`config.mk`:
```
export PLATFORM = sky130hd
export DESIGN_NAME = hazard_detect_unit
export DESIGN_NICKNAME = d
export VERILOG_FILES = /design/src/rtl/hazard_detect_unit.sv
export SDC_FILE = /design/constraint.sdc
export NUM_CORES = 1
export LEC_CHECK = 0
export CAP_MARGIN = 10
export CORE_MARGIN = 10
export CORE_UTILIZATION = 44
export CTS_BUF_LIST = sky130_fd_sc_hd__clkbuf_4 sky130_fd_sc_hd__clkbuf_8 sky130_fd_sc_hd__clkbuf_16
export DETAILED_ROUTE_END_ITERATION = 8
export GPL_TIMING_DRIVEN = 0
export PLACE_DENSITY_LB_ADDON = 0.12
export SLEW_MARGIN = 30
export SYNTH_ARGS = -nofsm -noshare
export SYNTH_HDL_FRONTEND = slang
export SYNTH_SLANG_ARGS = --single-unit
```
`constraint.sdc`:
```
create_clock -name clk_i -period 4.7 [get_ports clk_i]
set_clock_uncertainty 0.2 [all_clocks]
set_input_delay 0.94 -clock clk_i [delete_from_list [all_inputs] [get_ports clk_i]]
set_output_delay 0.94 -clock clk_i [all_outputs]
set_load 0.1 [all_outputs]
```
`src/rtl/hazard_detect_unit.sv`:
```
// hazard_detect_unit: load-use stall and branch/jump flush control for the ID stage.
// Optional HAZARD_STATS_EN adds a saturating stall-cycle counter on stall_count_o.
module hazard_detect_unit #(
  parameter int STALL_CYCLES = 1,
  parameter int REG_AW = 5
) (
  input  logic              clk_i,
  input  logic              rst_i,
  input  logic [REG_AW-1:0] rs_i,
  input  logic [REG_AW-1:0] rt_i,
  input  logic              uses_rt_i,
  input  logic              id_memread_i,
  input  logic [REG_AW-1:0] id_rd_i,
  input  logic              branch_taken_i,
  input  logic              jump_i,
  output logic              stall_o,
  output logic              pc_write_o,
  output logic              ifid_write_o,
  output logic              flush_o
`ifdef HAZARD_STATS_EN
  ,
  output logic [31:0]       stall_count_o
`endif
);
  typedef enum logic {IDLE, HOLD} state_e;
  state_e            fsm_q, fsm_d;
  logic              ex_memread_q, ex_memread_d;
  logic [REG_AW-1:0] ex_rd_q, ex_rd_d;
  logic [2:0]        cnt_q, cnt_d;
  logic              hazard;
  if (STALL_CYCLES < 1 || STALL_CYCLES > 7) begin : g_bad_stall
    $error("STALL_CYCLES must be within 1..7");
  end
  always_comb begin
    hazard = ex_memread_q && ex_rd_q != '0 &&
             (ex_rd_q == rs_i || (uses_rt_i && ex_rd_q == rt_i));
    stall_o = (fsm_q == IDLE && hazard) || fsm_q == HOLD;
    pc_write_o = ~stall_o;
    ifid_write_o = ~stall_o;
    // reset gating keeps IF/ID quiet while the pipeline is being cleared
    flush_o = (branch_taken_i | jump_i) & ~stall_o & rst_i;
    ex_memread_d = stall_o ? 1'b0 : id_memread_i;
    ex_rd_d = stall_o ? ex_rd_q : id_rd_i;
    fsm_d = fsm_q == HOLD ? (cnt_q == 3'd1 ? IDLE : HOLD)
                          : ((hazard && STALL_CYCLES > 1) ? HOLD : IDLE);
    cnt_d = fsm_q == HOLD ? cnt_q - 3'd1
                          : ((hazard && STALL_CYCLES > 1) ? 3'(STALL_CYCLES - 1) : cnt_q);
  end
  always_ff @(posedge clk_i or negedge rst_i) begin
    if (!rst_i) begin
      fsm_q <= IDLE;
      cnt_q <= '0;
      ex_memread_q <= 1'b0;
      ex_rd_q <= '0;
    end else begin
      fsm_q <= fsm_d;
      cnt_q <= cnt_d;
      ex_memread_q <= ex_memread_d;
      ex_rd_q <= ex_rd_d;
    end
  end
`ifdef HAZARD_STATS_EN
  logic [31:0] stall_count_q, stall_count_d;
  always_comb stall_count_d = (stall_o && stall_count_q != '1) ? stall_count_q + 32'd1 : stall_count_q;
  always_ff @(posedge clk_i or negedge rst_i) begin
    if (!rst_i) stall_count_q <= '0;
    else stall_count_q <= stall_count_d;
  end
  assign stall_count_o = stall_count_q;
`endif
endmodule

```
==> flow_metrics.py, run 1 <==
metrics = {
    "synthesis": {
        "yosysUniqueCellTypes": 20,
        "syn_avg_cell_area_um2": 11.3,
        "synth_area_leaders": "dfrtp_1 41%, xnor2_1 16%, o22a_1 7.2%",
        "async_reset_ff_share_pct": 100,
        "synth_top_area_share_pct": 41.1,
        "synth-edff-count": 0,
        "yosysMostFrequentCell": "xnor2_1",
        "netlist_instances": 54,
        "ys.flop_type": "dfrtp_1",
        "synth_common_cells": "11 x xnor2_1, 10 x dfrtp_1, 5 x o21a_1, 5 x o22a_1, 4 x inv_1",
        "seq_area_frac_synth_pct": 41.1,
        "synth_area_um2": 609,
        "yosys_warnings": 0,
        "yosys_register_bits": 10,
        "synth_fp_nets": 77,
        "yosysTopAreaCell": "dfrtp_1",
    },
    "global_route": {
        "antenna_found_initial": 0,
        "grt_pass1_wl_um": 2260,
        "grt_remaining_overflow": 0,
        "track_usage_pct": 8.45,
        "grt_pass1_vias": 510,
        "grt_start_max_net_pins": 12,
    },
    "clock_tree": {
        "cts_tree": "yes",
        "cts_made_buffers": 3,
        "cts_max_path_buffers": 2,
        "clock-sinks": 10,
        "cts_hold_buffers": 0,
        "clk_latency_ns": 0.25,
        "path_clk_slew_ns": 0.06,
        "postCtsSetupBuffers": 0,
        "htree_num_levels": 1,
        "post_cts_resized": 0,
        "root_buffer": "clkbuf_4",
    },
    "timing": {
        "post-route-min-period_ns": 4.49,
        "slew_violations": 0,
        "rsz0062_at_grt": "no",
        "setup_violations": 0,
        "fin_tns_setup_ns": 0,
        "tightest_slew_ns": 0.975,
        "fmax_mhz": 223,
        "period_share_pct": 95.6,
        "hold_viol": 0,
        "max_slew_margin_pct": 34.8,
    },
    "floorplanning": {
        "rows": 13,
        "io_pins": 25,
        "dieArea_um2": 3270,
        "design.core.area_um2": 1300,
        "die_height_um": 57.2,
        "die_w_um": 57.2,
        "initial_utilization_pct": 46.8,
    },
    "worst_setup_path": {
        "crit_arrival_ns": 3.35,
        "reg2reg_from": "ex_rd_q[3]",
        "cp_data_required_time_ns": 3.56,
        "regToRegSetupSlack_ns": 2.94,
        "worstReg2RegEnd": "ex_rd_q[1]",
        "worst-setup-path-type": "input port to output pin",
        "setup.worst_path.end_class": "output pin",
        "critical_path.max_fanout": 10,
        "startpoint_type": "input port",
        "ff2ff_path_depth": 5,
        "timing.critical_path.to": "flush_o",
        "startpoint": "rt_i[3]",
    },
    "placement": {
        "hpwl_um": 1100,
        "globalplace.congestion": 0.682,
        "port_buffers": 24,
        "place_inst": 93,
    },
    "hold_path": {
        "hp-class": "register to register",
    },
    "pwr": {
        "powerDensity_nw_per_um2": 229,
        "power_uw": 204,
        "peakVddDrop_mv": 0.170,
        "p_leak_uw": 0.000361,
    },
    "outcome": {
        "status": "finished clean",
    },
    "run": {
        "maxCapViolations": 0,
    },
    "route": {
        "vias_per_cell": 5.04,
        "route.detailed.drc": 0,
        "routed_wl_um": 1350,
        "ant_nets": 0,
        "via_count": 484,
        "drt_iter0_drc": 0,
        "routedWlPerCell_um": 14.0,
        "dr.pass1.iters": 1,
    },
    "final_layout": {
        "nets": 106,
        "post-route-util_pct": 68.5,
        "syn_to_final_growth_pct": 46.2,
        "n_antenna_cell": 0,
        "drive_above_1_share_pct": 11.1,
        "fin_cells": 96,
    },
}
-- power breakdown --
group          leakage (uW)  switching, uW  internal [uW]  total, uW
registers          0.000126           4.86           89.4       94.3
clock network     0.0000138           27.1           29.5       56.6
logic              0.000221           24.2           28.8       53.0
total              0.000361           56.2            148        204
-- cell families after synthesis --
family / after synthesis / synth area share [%]
flops: 10 / 41.1
compound gates: 14 / 22.2
simple gates: 9 / 9.24
buf+inv: 6 / 4.52
fa+ha+maj: 2 / 4.11
mux: 1 / 1.64
xor+xnor: 12 / 17.2
-- state kept, by name, indices dropped and copies added (netlist names) --
register	cells
ex_rd_q	5
cnt_q	3
ex_memread_q	1
fsm_q	1
-- final cells by class --
type	instances	area, um^2
Fill cell	109	410
Multi-Input combinational cell	38	332
Sequential cell	10	250
Timing Repair Buffer	24	240
Clock buffer	3	22.5
Tap cell	15	18.8
Inverter	4	15.0
Buffer	2	12.5
-- how the worst min path moves through the flow --
stage | startpoint | end | depth (start not counted)
after floorplan | cnt_q[2] | cnt_q[2] | 1
final | cnt_q[2] | cnt_q[2] | 1
after global placement | cnt_q[2] | cnt_q[2] | 1
after CTS | cnt_q[2] | cnt_q[2] | 1
after global routing | cnt_q[2] | cnt_q[2] | 1
after detailed placement | cnt_q[2] | cnt_q[2] | 1
-- metrics by stage --
step                      hold WS [ns]  worst slack, ns  cell area (um^2)
after global placement           0.260            0.192               868
after floorplan                  0.245            0.788               609
final                            0.299            0.206               891
after detailed placement         0.295            0.193               868
after global routing             0.313           0.0814               891
after CTS                        0.307            0.180               891
-- layout by cell type, fill, tap and decap left out --
master and instances:
clkdlybuf4s50_1 24, nand3_1 1, o22ai_4 1, a21oi_4 1, nand4_2 2, mux2i_1 1
nand2_1 3, xnor2_1 11, o22a_1 5, dfrtp_1 10, nor3_1 1, xor2_1 1
o211a_1 1, buf_4 1, o21a_1 5, and2_1 1, nor2_1 1, a21boi_0 1
ha_1 2, buf_2 1, inv_1 4, clkbuf_4 3
-- metal layers --
layer  track usage [%]  wire [um]  part of all wire (%)  vias to the layer above
li1                  -          -                     -                      245
met1              8.73        559                    42                      222
met2              14.7        667                    50                       17
met3              3.76        117                   8.7                        0
met4              3.02          0                     0                        0
met5                 0          0                     0                        -
-- worst max-delay path: stages --
cell and delay (ns):
clkdlybuf4s50_1 0.42, xnor2_1 0.15, nand4_2 0.12, o22ai_4 0.12
a21oi_4 0.29, o211a_1 0.19, clkdlybuf4s50_1 1.13
Note: power is estimated with default switching activity, not from simulation.
==> run 2: changes to the inputs <==
Settings changed: RECOVER_POWER from default to 50.
==> run 2 against run 1 <==
  * Cell count unchanged
  * Critical path type unchanged
  * Critical endpoint unchanged
  * Register-to-register slack got worse by 0.02 ns
  * Design area decreased by 0.14%
  * Critical path depth unchanged
  * Power about the same
  * Largest cell class unchanged
  * Clock-buffer cell count unchanged
==> flow_metrics.py, run 2 (synthesized netlist as in run 1, its figures left out) <==
metrics = {
    "outcome": {
        "status": "finished clean",
    },
    "pwr": {
        "p_leak_uw": 0.000357,
        "peakVddDrop_mv": 0.170,
        "switching_power_uw": 56.2,
        "clock_power_share_pct": 27.8,
        "p_sw_share_pct": 27.6,
        "comb_power_share_pct": 25.9,
        "power_uw": 204,
        "powerDensity_nw_per_um2": 229,
        "p_int_uw": 148,
        "pwr-share-seq_pct": 46.3,
    },
    "floorplanning": {
        "die_height_um": 57.2,
        "io_pins": 25,
        "die_w_um": 57.2,
        "rows": 13,
        "initial_utilization_pct": 46.8,
        "dieArea_um2": 3270,
        "design.core.area_um2": 1300,
    },
    "timing": {
        "holdWs_ns": 0.299,
        "post-route-min-period_ns": 4.49,
        "max_slew_margin_pct": 34.8,
        "fin_tns_setup_ns": 0,
        "rsz0062_at_grt": "no",
        "period_share_pct": 95.6,
        "fmax_mhz": 223,
        "setup_violations": 0,
        "hold_viol": 0,
        "slew_violations": 0,
        "tightest_slew_ns": 0.975,
    },
    "global_route": {
        "grt_pass1_wl_um": 2260,
        "grt_start_max_net_pins": 12,
        "track_usage_pct": 8.45,
        "grt_remaining_overflow": 0,
        "antenna_found_initial": 0,
        "grt_pass1_vias": 510,
    },
    "worst_setup_path": {
        "critical_path.max_fanout": 10,
        "cp_data_required_time_ns": 3.56,
        "crit_chain": "clkdlybuf4s50_1, xnor2_1, nand4_2, o22ai_4, a21oi_4, o211a_1, clkdlybuf4s50_1",
        "worst-setup-path-type": "input port to output pin",
        "crit_arrival_ns": 3.35,
        "max_stage_delay_ns": 1.13,
        "startpoint_type": "input port",
        "setup.worst_path.end_class": "output pin",
        "cpMostUsedCell": "clkdlybuf4s50_1",
        "cpMaxStageDelayCell": "clkdlybuf4s50_1",
    },
    "clock_tree": {
        "cts_hold_buffers": 0,
        "clk_latency_ns": 0.25,
        "cts_made_buffers": 3,
        "root_buffer": "clkbuf_4",
        "cts_max_path_buffers": 2,
        "post_cts_resized": 0,
        "postCtsSetupBuffers": 0,
        "path_clk_slew_ns": 0.06,
        "htree_num_levels": 1,
        "clock-sinks": 10,
        "cts_tree": "yes",
    },
    "final_layout": {
        "layout_common_cells": "23 x clkdlybuf4s50_1, 11 x xnor2_1, 10 x dfrtp_1",
        "regMostFlops": "ex_rd_q",
        "largestRegisters": "ex_rd_q: 5 flops, cnt_q: 3 flops",
        "drive_above_1_share_pct": 9.88,
        "nets": 106,
        "n_antenna_cell": 0,
        "ff_latch_area_um2": 250,
        "final_common_cell": "clkdlybuf4s50_1",
        "multi_input_area_um2": 332,
        "fin_cells": 96,
        "syn_to_final_growth_pct": 46.0,
        "largest_register_ff_count": 5,
        "n_fill_cell": 110,
    },
    "placement": {
        "port_buffers": 24,
        "globalplace.congestion": 0.682,
        "place_inst": 93,
        "hpwl_um": 1100,
    },
    "hold_path": {
        "hp-class": "register to register",
    },
    "route": {
        "via_count": 484,
        "vias_per_cell": 5.04,
        "dr.pass1.iters": 1,
        "routed_wl_um": 1350,
        "route.detailed.drc": 0,
        "routedWlPerCell_um": 14.0,
        "ant_nets": 0,
        "drt_iter0_drc": 0,
    },
    "run": {
        "maxCapViolations": 0,
    },
}
-- run 2: cell count changes in the layout (fill, tap and decap cells not counted), sizes merged --
cell	delta
clkdlybuf4s50	-1
buf	-1
clkbuf	+1
dlygate4sd3	+1
-- run 2: path summary, 6_finish.rpt --
kind,start,to,slack (ns),cells past startpoint
worst max-delay path,rt_i[3],flush_o,0.21,7
worst min-delay path,cnt_q[2],cnt_q[2],0.30,1
worst max register to register,ex_rd_q[3],ex_rd_q[1],2.92,5
worst min register to register,cnt_q[2],cnt_q[2],0.30,1
max in group asynchronous,rst_i,ex_rd_q[3],3.07,1
min in group asynchronous,rst_i,cnt_q[2],0.89,1
-- run 2: worst max-delay path: cells and delay by family --
family,cells,cell delay (ns)
buffers and inverters,2,1.55
AOI/OAI and AO/OA,3,0.60
xor gates and xnor gates,1,0.15
and+or+nand+nor,1,0.12
-- run 2: area by class of cell --
type	count	share of cell area [%]
Buffer	2	1.27
Tap cell	15	2.11
Timing Repair Buffer	24	27.0
Sequential cell	10	28.1
Inverter	4	1.69
Multi-Input combinational cell	38	37.3
Clock buffer	3	2.53
-- run 2: stage by stage --
| step | instance area (um^2) | worst slack, ns | utilization (%) |
|---|---|---|---|
| 2_1_floorplan | 609 | 0.788 | - |
| 3_3_place_gp | 868 | 0.192 | 66.7 |
| 3_5_place_dp | 868 | 0.193 | 66.7 |
| 4_1_cts | 891 | 0.180 | 68.5 |
| 5_1_grt | 890 | 0.0687 | 68.4 |
| 6_report | 890 | 0.206 | 68.4 |
-- run 2: metal layers --
metal	vias up	track usage (%)	part of all wire [%]
met5	-	0	0
met2	17	14.7	50
met4	0	3.02	0
met1	222	8.73	42
met3	0	3.76	8.7
li1	245	-	-
-- run 2: power by group through the flow --
stage | registers (uW) | logic (uW) | clock network (uW)
2_1_floorplan | 95.1 | 30.2 | 0
3_3_place_gp | 95.9 | 53.2 | 0
3_5_place_dp | 96.1 | 53.7 | 0
4_1_cts | 94.5 | 54.0 | 58.7
5_1_grt | 95.0 | 56.9 | 65.4
6_report | 94.3 | 52.9 | 56.6
